**src/rtl/battle_pkg.sv**
```systemverilog
// Shared phase encodings and helpers for the battle controller, enemy and renderers.
// Latency: none; types and pure functions only.
// Backpressure: none; nothing in this package holds state or handshakes.
package battle_pkg;

    typedef enum logic [3:0] {
        PH_IDLE  = 4'b0000,
        PH_MENU  = 4'b0001,
        PH_LOSE  = 4'b0010,
        PH_WIN   = 4'b0100,
        PH_ENEMY = 4'b1000
    } phase_e;

    // Width of both the watchdog and the invulnerability timer.
    localparam int unsigned WD_W = 32;

    // One point of damage, never wrapping below zero.
    function automatic logic [7:0] hp_sat_dec(input logic [7:0] hp);
        return (hp == 8'd0) ? 8'd0 : hp - 8'd1;
    endfunction

endpackage

```
**src/rtl/down_timer.sv**
```systemverilog
// Loadable down-counter that stops at zero; used for the watchdog and the invulnerability window.
// Latency: load_i takes effect on the next edge; the count then drops by one per cycle.
// Backpressure: none; load_i always wins over counting.
module down_timer #(
    parameter int unsigned WIDTH = 32
) (
    input  logic             clk,
    input  logic             rst_n,
    input  logic             load_i,
    input  logic [WIDTH-1:0] load_val_i,
    output logic [WIDTH-1:0] value_o,
    output logic             zero_o
);

    logic [WIDTH-1:0] cnt_q;
    logic [WIDTH-1:0] cnt_d;

    // Next count: reload on request, otherwise count down and park at zero.
    always_comb begin
        cnt_d = cnt_q;
        if (load_i) begin
            cnt_d = load_val_i;
        end else if (cnt_q != '0) begin
            cnt_d = cnt_q - WIDTH'(1);
        end
    end

    // Count register, cleared by reset.
    always_ff @(posedge clk or negedge rst_n) begin
        if (!rst_n) begin
            cnt_q <= '0;
        end else begin
            cnt_q <= cnt_d;
        end
    end

    assign value_o = cnt_q;
    assign zero_o  = (cnt_q == '0);

endmodule

```
**src/rtl/battle_phase_ctrl.sv**
```systemverilog
// Battle phase sequencer: menu / enemy attack turns, player HP, hit invulnerability, win/lose.
// Latency: every input acts on the next clock edge; outputs are registered state.
// Backpressure: none; single-cycle pulses are consumed only in the phase that honours them.
module battle_phase_ctrl
    import battle_pkg::*;
#(
    parameter int unsigned MAX_HP         = 20,
    parameter int unsigned NUM_TURNS      = 8,
    parameter int unsigned IFRAME_CYCLES  = 32_500_000,
    parameter int unsigned TIMEOUT_CYCLES = 650_000_000
) (
    input  logic       clk,
    input  logic       rst_n,
    input  logic       start_in,
    input  logic       action_in,
    input  logic       enemy_busy_in,
    input  logic       enemy_finished_in,
    input  logic       damage_in,
    output logic [3:0] state_out,
    output logic [3:0] turn_out,
    output logic [7:0] hp_out,
    output logic       hit_flash_out,
    output logic       win_out,
    output logic       lose_out
);

    localparam logic [7:0]      HP_INIT   = 8'(MAX_HP);
    localparam logic [3:0]      TURN_LAST = 4'(NUM_TURNS);
    localparam logic [WD_W-1:0] IF_LOAD   = IFRAME_CYCLES;
    // Loaded one short so the enemy phase lasts exactly TIMEOUT_CYCLES cycles
    // before the watchdog forces the end-of-turn transition.
    localparam logic [WD_W-1:0] WD_LOAD   = TIMEOUT_CYCLES - 1;

    phase_e          state_q, state_d;
    logic [7:0]      hp_q, hp_d;
    logic [3:0]      turn_q, turn_d;
    logic            dmg_q;

    logic            dmg_rise;
    logic            hit;
    logic [7:0]      hp_after;
    logic [3:0]      turn_inc;
    logic            ifr_load;
    logic            wd_load;
    logic [WD_W-1:0] ifr_val;
    logic            ifr_zero;
    logic [WD_W-1:0] wd_val_unused;
    logic            wd_zero;
    logic            busy_unused;

    down_timer #(.WIDTH(WD_W)) u_iframe (
        .clk        (clk),
        .rst_n      (rst_n),
        .load_i     (ifr_load),
        .load_val_i (IF_LOAD),
        .value_o    (ifr_val),
        .zero_o     (ifr_zero)
    );

    down_timer #(.WIDTH(WD_W)) u_watchdog (
        .clk        (clk),
        .rst_n      (rst_n),
        .load_i     (wd_load),
        .load_val_i (WD_LOAD),
        .value_o    (wd_val_unused),
        .zero_o     (wd_zero)
    );

    // Phase transitions, damage handling and output decode.
    always_comb begin
        state_d  = state_q;
        hp_d     = hp_q;
        turn_d   = turn_q;
        wd_load  = 1'b0;

        // Only a fresh hit during the enemy phase outside the invulnerability window counts.
        dmg_rise = damage_in & ~dmg_q;
        hit      = (state_q == PH_ENEMY) && dmg_rise && ifr_zero;
        ifr_load = hit;
        hp_after = hit ? hp_sat_dec(hp_q) : hp_q;
        turn_inc = turn_q + 4'd1;

        case (state_q)
            PH_IDLE, PH_WIN, PH_LOSE: begin
                if (start_in) begin
                    hp_d    = HP_INIT;
                    turn_d  = 4'd0;
                    state_d = PH_MENU;
                end
            end
            PH_MENU: begin
                if (action_in) begin
                    state_d = PH_ENEMY;
                    wd_load = 1'b1;
                end
            end
            PH_ENEMY: begin
                hp_d = hp_after;
                // Death beats a simultaneous end of the attack.
                if (hp_after == 8'd0) begin
                    state_d = PH_LOSE;
                end else if (enemy_finished_in || wd_zero) begin
                    turn_d  = turn_inc;
                    state_d = (turn_inc == TURN_LAST) ? PH_WIN : PH_MENU;
                end
            end
            default: begin
                state_d = PH_IDLE;
            end
        endcase

        state_out     = state_q;
        turn_out      = turn_q;
        hp_out        = hp_q;
        hit_flash_out = (ifr_val != '0);
        win_out       = (state_q == PH_WIN);
        lose_out      = (state_q == PH_LOSE);
        // The enemy's busy flag is status only; no transition waits on it.
        busy_unused   = enemy_busy_in;
    end

    // Phase, HP, turn and damage-edge registers.
    always_ff @(posedge clk or negedge rst_n) begin
        if (!rst_n) begin
            state_q <= PH_IDLE;
            hp_q    <= HP_INIT;
            turn_q  <= 4'd0;
            dmg_q   <= 1'b0;
        end else begin
            state_q <= state_d;
            hp_q    <= hp_d;
            turn_q  <= turn_d;
            dmg_q   <= damage_in;
        end
    end

endmodule

```
**config.mk**
```make
export PLATFORM = sky130hd
export DESIGN_NAME = battle_phase_ctrl
export DESIGN_NICKNAME = d
export VERILOG_FILES = /design/src/rtl/battle_pkg.sv /design/src/rtl/down_timer.sv /design/src/rtl/battle_phase_ctrl.sv
export SDC_FILE = /design/constraint.sdc
export NUM_CORES = 1
export LEC_CHECK = 0
export BUFFER_PORTS_ARGS = -buffer_cell sky130_fd_sc_hd__buf_2
export CAP_MARGIN = 40
export CORE_UTILIZATION = 61
export CTS_CLUSTER_DIAMETER = 50
export CTS_CLUSTER_SIZE = 16
export DETAILED_ROUTE_END_ITERATION = 10
export PLACE_DENSITY = 0.89
export SLEW_MARGIN = 20
export SYNTH_ARGS = -nofsm -noshare
export SYNTH_HDL_FRONTEND = slang
export SYNTH_SLANG_ARGS = --single-unit
```
**constraint.sdc**
```tcl
create_clock -name clk -period 3.74 [get_ports clk]
set_input_delay 0.561 -clock clk [delete_from_list [all_inputs] [get_ports clk]]
set_output_delay 0.561 -clock clk [all_outputs]
set_load 0.005 [all_outputs]
```
==> qor.log, run 1 <==
INFO  die            die_area=0.007547sqmm
INFO  clocking       post_cts.resized_instances=0
INFO  timing         achievable-frequency=304.9MHz
INFO  timing         timing_hold_violations_final=0
INFO  global_route   antenna_found_initial=0
INFO  logic_synthesis netlist_instances=479
INFO  logic_synthesis asyncSetResetFlopFracSynth=100.0%
INFO  logic_synthesis synth_edf_count=0
INFO  setup_path     timing.critical_path.required=4000ps
INFO  pwr            p_per_area=422.3mW/mm^2
INFO  timing         max_slew.worst_pin.slew=610.4ps
INFO  timing         final_max_slew_viol_count=0
INFO  setup_path     critical_path.max_fanout=11
INFO  global_route   grt.overflow.total=0
INFO  drt            wl=9.449mm
INFO  clocking       max-clock-path-buffers=2
INFO  setup_path     cp.buffers_inverters=1
INFO  clocking       tritoncts=built
INFO  global_route   grt_resource_usage_total=27.13%
INFO  die            std_cell_rows=30
INFO  logic_synthesis yosys_warnings=0
INFO  global_route   grt_first_pass_wirelength=16.08mm
INFO  timing         grt_setup_unrepaired=false
INFO  setup_path     timing.critical_path.to_type=flip-flop
INFO  clocking       cts_hold_buf=0
INFO  logic_synthesis yosys-top-cells-count=79 x dfrtp_1, 60 x nand2_1, 52 x nor2_1
INFO  global_route   first_global_vias=3,587
INFO  logic_synthesis synth_nets=492
INFO  drt            detailed_routing_iterations_pass_1=5
INFO  pwr            total_leakage_power=1.946nW
INFO  logic_synthesis yosys.area.top_type=dfrtp_1
INFO  place          portBuffers=24
INFO  drt            detail_route.vias_per_cell=6.046
INFO  setup_path     critical_path_cell_with_the_highest_stage_delay=nor4_4
INFO  clocking       clockRootBuffer=clkbuf_8
INFO  job            max_capacitance_violation_total=0
INFO  die            design.core.area=0.006869sqmm
INFO  clocking       clk_pin_slew_worst_paths=90ps
INFO  global_route   grt_start_max_net_pins=57
INFO  hold_path      worst_hold_path_type=primary input to async pin
INFO  setup_path     worst_path_dominant_cell_family=simple AND/OR/NAND/NOR gates
INFO  die            design.portCount=26
INFO  logic_synthesis ys_ff_latch=81
INFO  run_status     status=finished clean
INFO  timing         accumulated_negative_setup_slack=0ps
INFO  timing         timing.max_slew.rel_slack=59.15%
INFO  drt            num_vias=3,682
INFO  logic_synthesis yosys.cell_count.top_type=dfrtp_1
INFO  logic_synthesis synth_seq_area_share=46.18%
INFO  clocking       cts_inserted_buffers=9
INFO  timing         clock_skew=13.24ps
INFO  place          dp_hpwl=6.472mm
INFO  clocking       post-cts-setup-buffer-count=0
INFO  drt            drt-wirelength-per-cell=15.52microns
INFO  setup_path     crit_path_cell_trace=nor4b_1 > nand3b_1 > nor4_4 > mux2i_1 > nand3_1 > nor4_2 > buf_4 > nor4b_1 > a211o_1
INFO  logic_synthesis synth_top_cell_area_share=44.99%
INFO  timing         min_period_over_period=87.68%
INFO  setup_path     worst_path_most_repeated_cell=nor4b_1
INFO  logic_synthesis synthesis.area=0.004394sqmm
INFO  pwr            worst_ir_drop_vdd=0.0002472V
INFO  setup_path     worst_path_largest_cell_delay=540ps
INFO  cells_and_area drive_above_1_share=12.28%
INFO  setup_path     category_of_the_most_critical_setup_path=flip-flop to flip-flop
INFO  logic_synthesis yosysUniqueCellTypes=55
INFO  clocking       clock_latency=370ps
INFO  timing         finalWorstPathRequiredPeriod=3279ps
INFO  cells_and_area multiInputGateArea=0.002251sqmm
INFO  die            dieWidth=86.88microns
INFO  timing         setup_viol=0
INFO  pwr            p_total=2.049mW
INFO  die            effective_utilization_at_floorplan=63.97%
INFO  setup_path     critical_path_data_arrival_time=3540ps
INFO  cells_and_area num-nets-final=521
INFO  drt            drc=0
INFO  drt            drt_iter0_drc=271
INFO  setup_path     setup.worst_path.start_class=flip-flop
INFO  place          finalWeightedCongestion=0.8996
INFO  die            die_h=86.88microns
INFO  clocking       cts_num_sinks=81
INFO  logic_synthesis syn-mean-instance-area=9.174squm
INFO  logic_synthesis synthFlopType=dfrtp_1
INFO  drt            antenna_left=0
INFO  cells_and_area n_fill_cell=501
INFO  cells_and_area num_antenna_cells=0
INFO  cells_and_area seq_area=0.002029sqmm
INFO  clocking       cts_htree_levels=3
INFO  logic_synthesis yosys-top-cells-area=dfrtp_1 45%, nand2_1 5.1%, xnor2_1 4.6%
INFO  cells_and_area flow.area_growth_from_synthesis=10.39%
==> layout by cell type, fill, tap and decap left out, types with 4 or more instances in the layout <==
master	count
o21ai_1	5
inv_1	12
nor4_1	12
buf_2	24
dfrtp_1	79
a31oi_1	4
xor2_1	14
nand3_1	19
or3_1	13
o21ai_0	32
o211ai_1	5
nor3_1	23
clkbuf_8	9
ha_1	6
mux2i_1	4
xnor2_1	23
nand3b_1	5
nor4b_1	5
buf_4	7
nand2b_1	4
a21oi_1	22
o31ai_1	8
and3_1	7
nand2_1	60
nor2_1	52
==> power breakdown <==
| group | switching, mW | internal, mW | total (mW) |
|---|---|---|---|
| clock | 0.347 | 0.314 | 0.661 |
| combinational | 0.235 | 0.141 | 0.377 |
| sequential | 0.0748 | 0.936 | 1.01 |
| total | 0.657 | 1.39 | 2.05 |
==> layer usage <==
layer / up-vias / global-route usage (%) / part of all wire [%]
li1: 1770 / - / -
met1: 1798 / 36.43 / 46
met2: 103 / 43.24 / 48
met3: 11 / 4.834 / 4.6
met4: 0 / 12.12 / 1.4
met5: - / 0 / 0
==> kinds of logic (layout without fill, tap and decap cells) <==
family / count (synthesis) / count (layout) / share of synthesized area, %
XOR/XNOR: 37 / 37 / 7.375
AO/OA/AOI/OAI: 90 / 90 / 12.39
AND/OR/NAND/NOR: 233 / 233 / 28.59
flip-flops: 81 / 81 / 46.18
buffers and inverters: 27 / 61 / 2.591
adder cells (fa/ha/maj): 6 / 6 / 1.708
multiplexers: 5 / 5 / 1.167
==> sequential cells by signal, summed over array words and instances (netlist names) <==
signal and count:
state_out 4, u_watchdog.value_o 32, u_iframe.value_o 32, hp_out 8, dmg_q 1, turn_out 4
==> area by class of cell <==
| cell class | count | share of cell area (%) |
|---|---|---|
| Inverter | 13 | 1.006 |
| Clock buffer | 9 | 2.554 |
| Tap cell | 96 | 2.476 |
| Clock inverter | 7 | 1.599 |
| Timing Repair Buffer | 32 | 4.127 |
| Multi-Input combinational cell | 371 | 46.40 |
| Sequential cell | 81 | 41.84 |
==> through the flow <==
step | worst slack, ps | util, % | instance area (sq um) | cells | hold WS, ps
finish | 460.7 | 70.62 | 4851 | 609 | 97.40
global route | 261.1 | 70.62 | 4851 | 609 | 119.2
global placement | 672.1 | 67.21 | 4617 | 591 | 463.5
detailed placement | 535.4 | 67.61 | 4644 | 592 | 470.8
CTS | 520.7 | 70.55 | 4846 | 608 | 107.2
floorplan | 934.7 | - | 4394 | 479 | 265.4
==> worst register-to-register path: stages, from the launching register on <==
cell and delay [ps]:
dfrtp_1 450, nor4b_1 540, nand3b_1 410, nor4_4 540
mux2i_1 240, nand3_1 110, nor4_2 330, buf_4 220
nor4b_1 60, a211o_1 260
==> worst paths after layout <==
check | startpoint | endpoint | slack (ps) | cells past startpoint
setup / recovery | state_out[1] | turn_out[0] | 460 | 9
hold / removal | rst_n | hp_out[1] | 100 | 1
setup reg to reg | state_out[1] | turn_out[0] | 460 | 9
hold reg to reg | u_iframe.value_o[21] | u_iframe.value_o[21] | 480 | 1
max in group asynchronous | rst_n | hp_out[2] | 3000 | 2
min in group clk | damage_in | dmg_q | 340 | 1
(Power assumes the default switching activity.)
==> run 2: changes to the inputs <==
--- a/config.mk
+++ b/config.mk
@@ -5,13 +5,15 @@
 export SDC_FILE = /design/constraint.sdc
 export NUM_CORES = 1
 export LEC_CHECK = 0
+export ABC_AREA = 1
 export BUFFER_PORTS_ARGS = -buffer_cell sky130_fd_sc_hd__buf_2
 export CAP_MARGIN = 40
-export CORE_UTILIZATION = 61
+export CORE_UTILIZATION = 62
 export CTS_CLUSTER_DIAMETER = 50
 export CTS_CLUSTER_SIZE = 16
 export DETAILED_ROUTE_END_ITERATION = 10
-export PLACE_DENSITY = 0.89
+export MAX_ROUTING_LAYER = met4
+export PLACE_DENSITY = 0.9
 export SLEW_MARGIN = 20
 export SYNTH_ARGS = -nofsm -noshare
 export SYNTH_HDL_FRONTEND = slang
==> run 2 against run 1 <==
Hold slack improved by 93 ps. Setup slack improved by 760 ps. Clock power increased by 3.9%. Non-clock buffer count decreased by 6. Die area increased by 10%. Maximum frequency increased by 30%. Clock-buffer cell count increased by 3.
==> qor.log, run 2 <==
INFO  logic_synthesis synth_seq_area_share=41.18%
INFO  timing         grt_setup_unrepaired=false
INFO  logic_synthesis netlist_instances=695
INFO  global_route   grt_util_met1=33.98%
INFO  timing         timing.max_slew.rel_slack=58.79%
INFO  setup_path     reg2reg_setup_slack=1220ps
INFO  drt            drt-wirelength-per-cell=13.18microns
INFO  die            design.portCount=26
INFO  timing         clock_skew=9.479ps
INFO  timing         achievable-frequency=396.5MHz
INFO  clocking       cts_num_sinks=81
INFO  run_status     status=finished clean
INFO  setup_path     timing.rr.end=turn_out[3]
INFO  logic_synthesis yosys_warnings=0
INFO  die            dieWidth=91.16microns
INFO  drt            drt_iter0_drc=273
INFO  timing         final.setup.worst_slack=1218ps
INFO  die            design.core.area=0.007727sqmm
INFO  global_route   use_met3=3.183%
INFO  logic_synthesis synth_nets=708
INFO  setup_path     worstReg2RegStart=hp_out[0]
INFO  setup_path     reg2regPathDepth=15
INFO  timing         accumulated_negative_setup_slack=0ps
INFO  global_route   grt_start_max_net_pins=48
INFO  cells_and_area num-nets-final=742
INFO  logic_synthesis yosysUniqueCellTypes=39
INFO  job            max_capacitance_violation_total=0
INFO  cells_and_area fin_util=70.01%
INFO  global_route   grt_resource_usage_total=28.67%
INFO  pwr            p_per_area=374.9mW/mm^2
INFO  setup_path     setup.worst_path.start_class=flip-flop
INFO  logic_synthesis yosys-top-cells-area=dfrtp_1 40%, nand2_1 11%, inv_1 8.6%
INFO  timing         final_max_slew_viol_count=0
INFO  global_route   first_global_vias=4,402
INFO  logic_synthesis yosys.cell_count.top_type=nand2_1
INFO  place          portBuffers=24
INFO  logic_synthesis synthesis.area=0.004928sqmm
INFO  die            std_cell_rows=32
INFO  setup_path     timing.critical_path.to_type=flip-flop
INFO  logic_synthesis synth_top_cell_area_share=40.11%
INFO  timing         min_period_over_period=67.44%
INFO  clocking       clock_latency=360ps
INFO  drt            wl=11.02mm
INFO  global_route   grtUsageMet2=48.74%
INFO  cells_and_area flow.area_growth_from_synthesis=9.774%
INFO  drt            detail_route.vias_per_cell=5.524
INFO  hold_path      worst_hold_path_type=primary input to async pin
INFO  setup_path     critical_path.max_fanout=8
INFO  drt            num_vias=4,618
INFO  die            die_h=91.16microns
INFO  logic_synthesis synthFlopType=dfrtp_1
INFO  clocking       post_cts.resized_instances=0
INFO  clocking       max-clock-path-buffers=2
INFO  logic_synthesis syn-mean-instance-area=7.091squm
INFO  cells_and_area layout.cells.most_common_list=138 x nand2_1, 113 x inv_1, 112 x nor2_1
INFO  clocking       post-cts-setup-buffer-count=0
INFO  pwr            total_leakage_power=2.734nW
INFO  logic_synthesis yosys-top-cells-count=138 x nand2_1, 113 x inv_1, 112 x nor2_1
INFO  setup_path     worstSetupEndpoint=turn_out[3]
INFO  cells_and_area final_area=0.005410sqmm
INFO  clocking       clk_pin_slew_worst_paths=90ps
INFO  timing         setup_viol=0
INFO  setup_path     timing.critical_path.required=4030ps
INFO  logic_synthesis yosys.area.top_type=dfrtp_1
INFO  logic_synthesis ys_ff_latch=81
INFO  timing         finalWorstPathRequiredPeriod=2522ps
INFO  drt            detailed_routing_iterations_pass_1=5
INFO  die            die_area=0.008310sqmm
INFO  clocking       cts_inserted_buffers=9
INFO  clocking       clockRootBuffer=clkbuf_8
INFO  global_route   grt_first_pass_wirelength=18.66mm
INFO  setup_path     category_of_the_most_critical_setup_path=flip-flop to flip-flop
INFO  place          detailed_place.area=0.005180sqmm
INFO  die            effective_utilization_at_floorplan=63.78%
INFO  clocking       tritoncts=built
INFO  timing         timing_hold_violations_final=0
INFO  place          detailedPlace.worstSlack=1256ps
INFO  logic_synthesis asyncSetResetFlopFracSynth=100.0%
INFO  timing         max_slew.worst_pin.slew=618.1ps
INFO  cells_and_area num_antenna_cells=0
INFO  place          finalWeightedCongestion=0.9226
INFO  global_route   grt.busiest_layer=met2
INFO  clocking       cts_hold_buf=0
INFO  pwr            worst_ir_drop_vdd=0.0002507V
INFO  global_route   grt.overflow.total=0
INFO  cells_and_area layout.cells.most_common=nand2_1
INFO  setup_path     critical_path_data_arrival_time=2810ps
INFO  clocking       cts_htree_levels=3
INFO  setup_path     crit_path_start=hp_out[0]
INFO  logic_synthesis synth_edf_count=0
INFO  place          dp_hpwl=8.105mm
INFO  drt            antenna_left=0
INFO  cells_and_area drive_above_1_share=11.99%
INFO  global_route   antenna_found_initial=0
INFO  drt            drc=0
-- run 2: changes by cell type after synthesis, sizes merged, moves of 14 or more --
cell	previous run	this run
a21oi	22	37
inv	13	119
nand2	60	150
nand3	20	36
nor2	52	134
nor4	18	4
xnor2	23	3
-- run 2: layer usage --
layer	up-vias	part of all wire (%)
met1	2150	43
met2	140	50
li1	2298	-
met4	0	2.9
met5	-	0
met3	30	3.9
-- run 2: how the worst min path moves through the flow --
stage                                  to                   from  cells after the start  slack [ps]
floorplan                           dmg_q                  rst_n                      0         270
global placement     u_iframe.value_o[27]   u_iframe.value_o[27]                      1         480
detailed placement  u_watchdog.value_o[0]  u_watchdog.value_o[0]                      2         480
CTS                  u_iframe.value_o[11]                  rst_n                      1         230
global route          u_iframe.value_o[9]                  rst_n                      1         270
finish               u_iframe.value_o[13]                  rst_n                      1         190
-- run 2: kinds of logic (layout without fill, tap and decap cells) --
family / Yosys count / count (layout) / synth area share (%)
and+or+nand+nor: 371 / 371 / 34.27
buffers and inverters: 124 / 163 / 9.647
AOI/OAI and AO/OA: 102 / 102 / 11.42
DFF: 81 / 81 / 41.18
xor gates and xnor gates: 11 / 11 / 1.955
adders and majority gates: 6 / 6 / 1.523
-- run 2: critical path: stages, from the launching register on --
cell	delay, ps
dfrtp_1	410
inv_1	210
ha_1	300
inv_1	100
or2_2	280
a21oi_1	160
nand3_1	130
nand2_2	110
inv_1	50
nand2_1	70
nor2_1	50
nand2_1	120
nand2_1	90
nor2_1	170
nand2_1	90
nand2_1	90
-- run 2: cell type report --
| type | instances | area (sq um) |
|---|---|---|
| clock buffer | 12 | 165.2 |
| fill | 602 | 2317 |
| clock inverter | 4 | 50.05 |
| multi-input combinational | 490 | 2424 |
| inverter | 121 | 456.7 |
| tap | 102 | 127.6 |
| sequential | 81 | 2029 |
| timing repair buffer | 26 | 157.7 |
-- run 2: power breakdown --
group | leakage, nW | internal, mW | switching (mW)
logic | 1.63 | 0.120 | 0.266
registers | 0.999 | 0.921 | 0.0346
clock network | 0.105 | 0.362 | 0.325
-- run 2: metrics by stage --
step,hold WS (ps),power [mW],instances
after floorplan,265.4,1.233,695
after global placement,479.9,1.323,818
after detailed placement,484.2,1.343,819
after CTS,226.6,2.023,835
after global routing,267.6,2.116,836
final,190.7,2.028,836
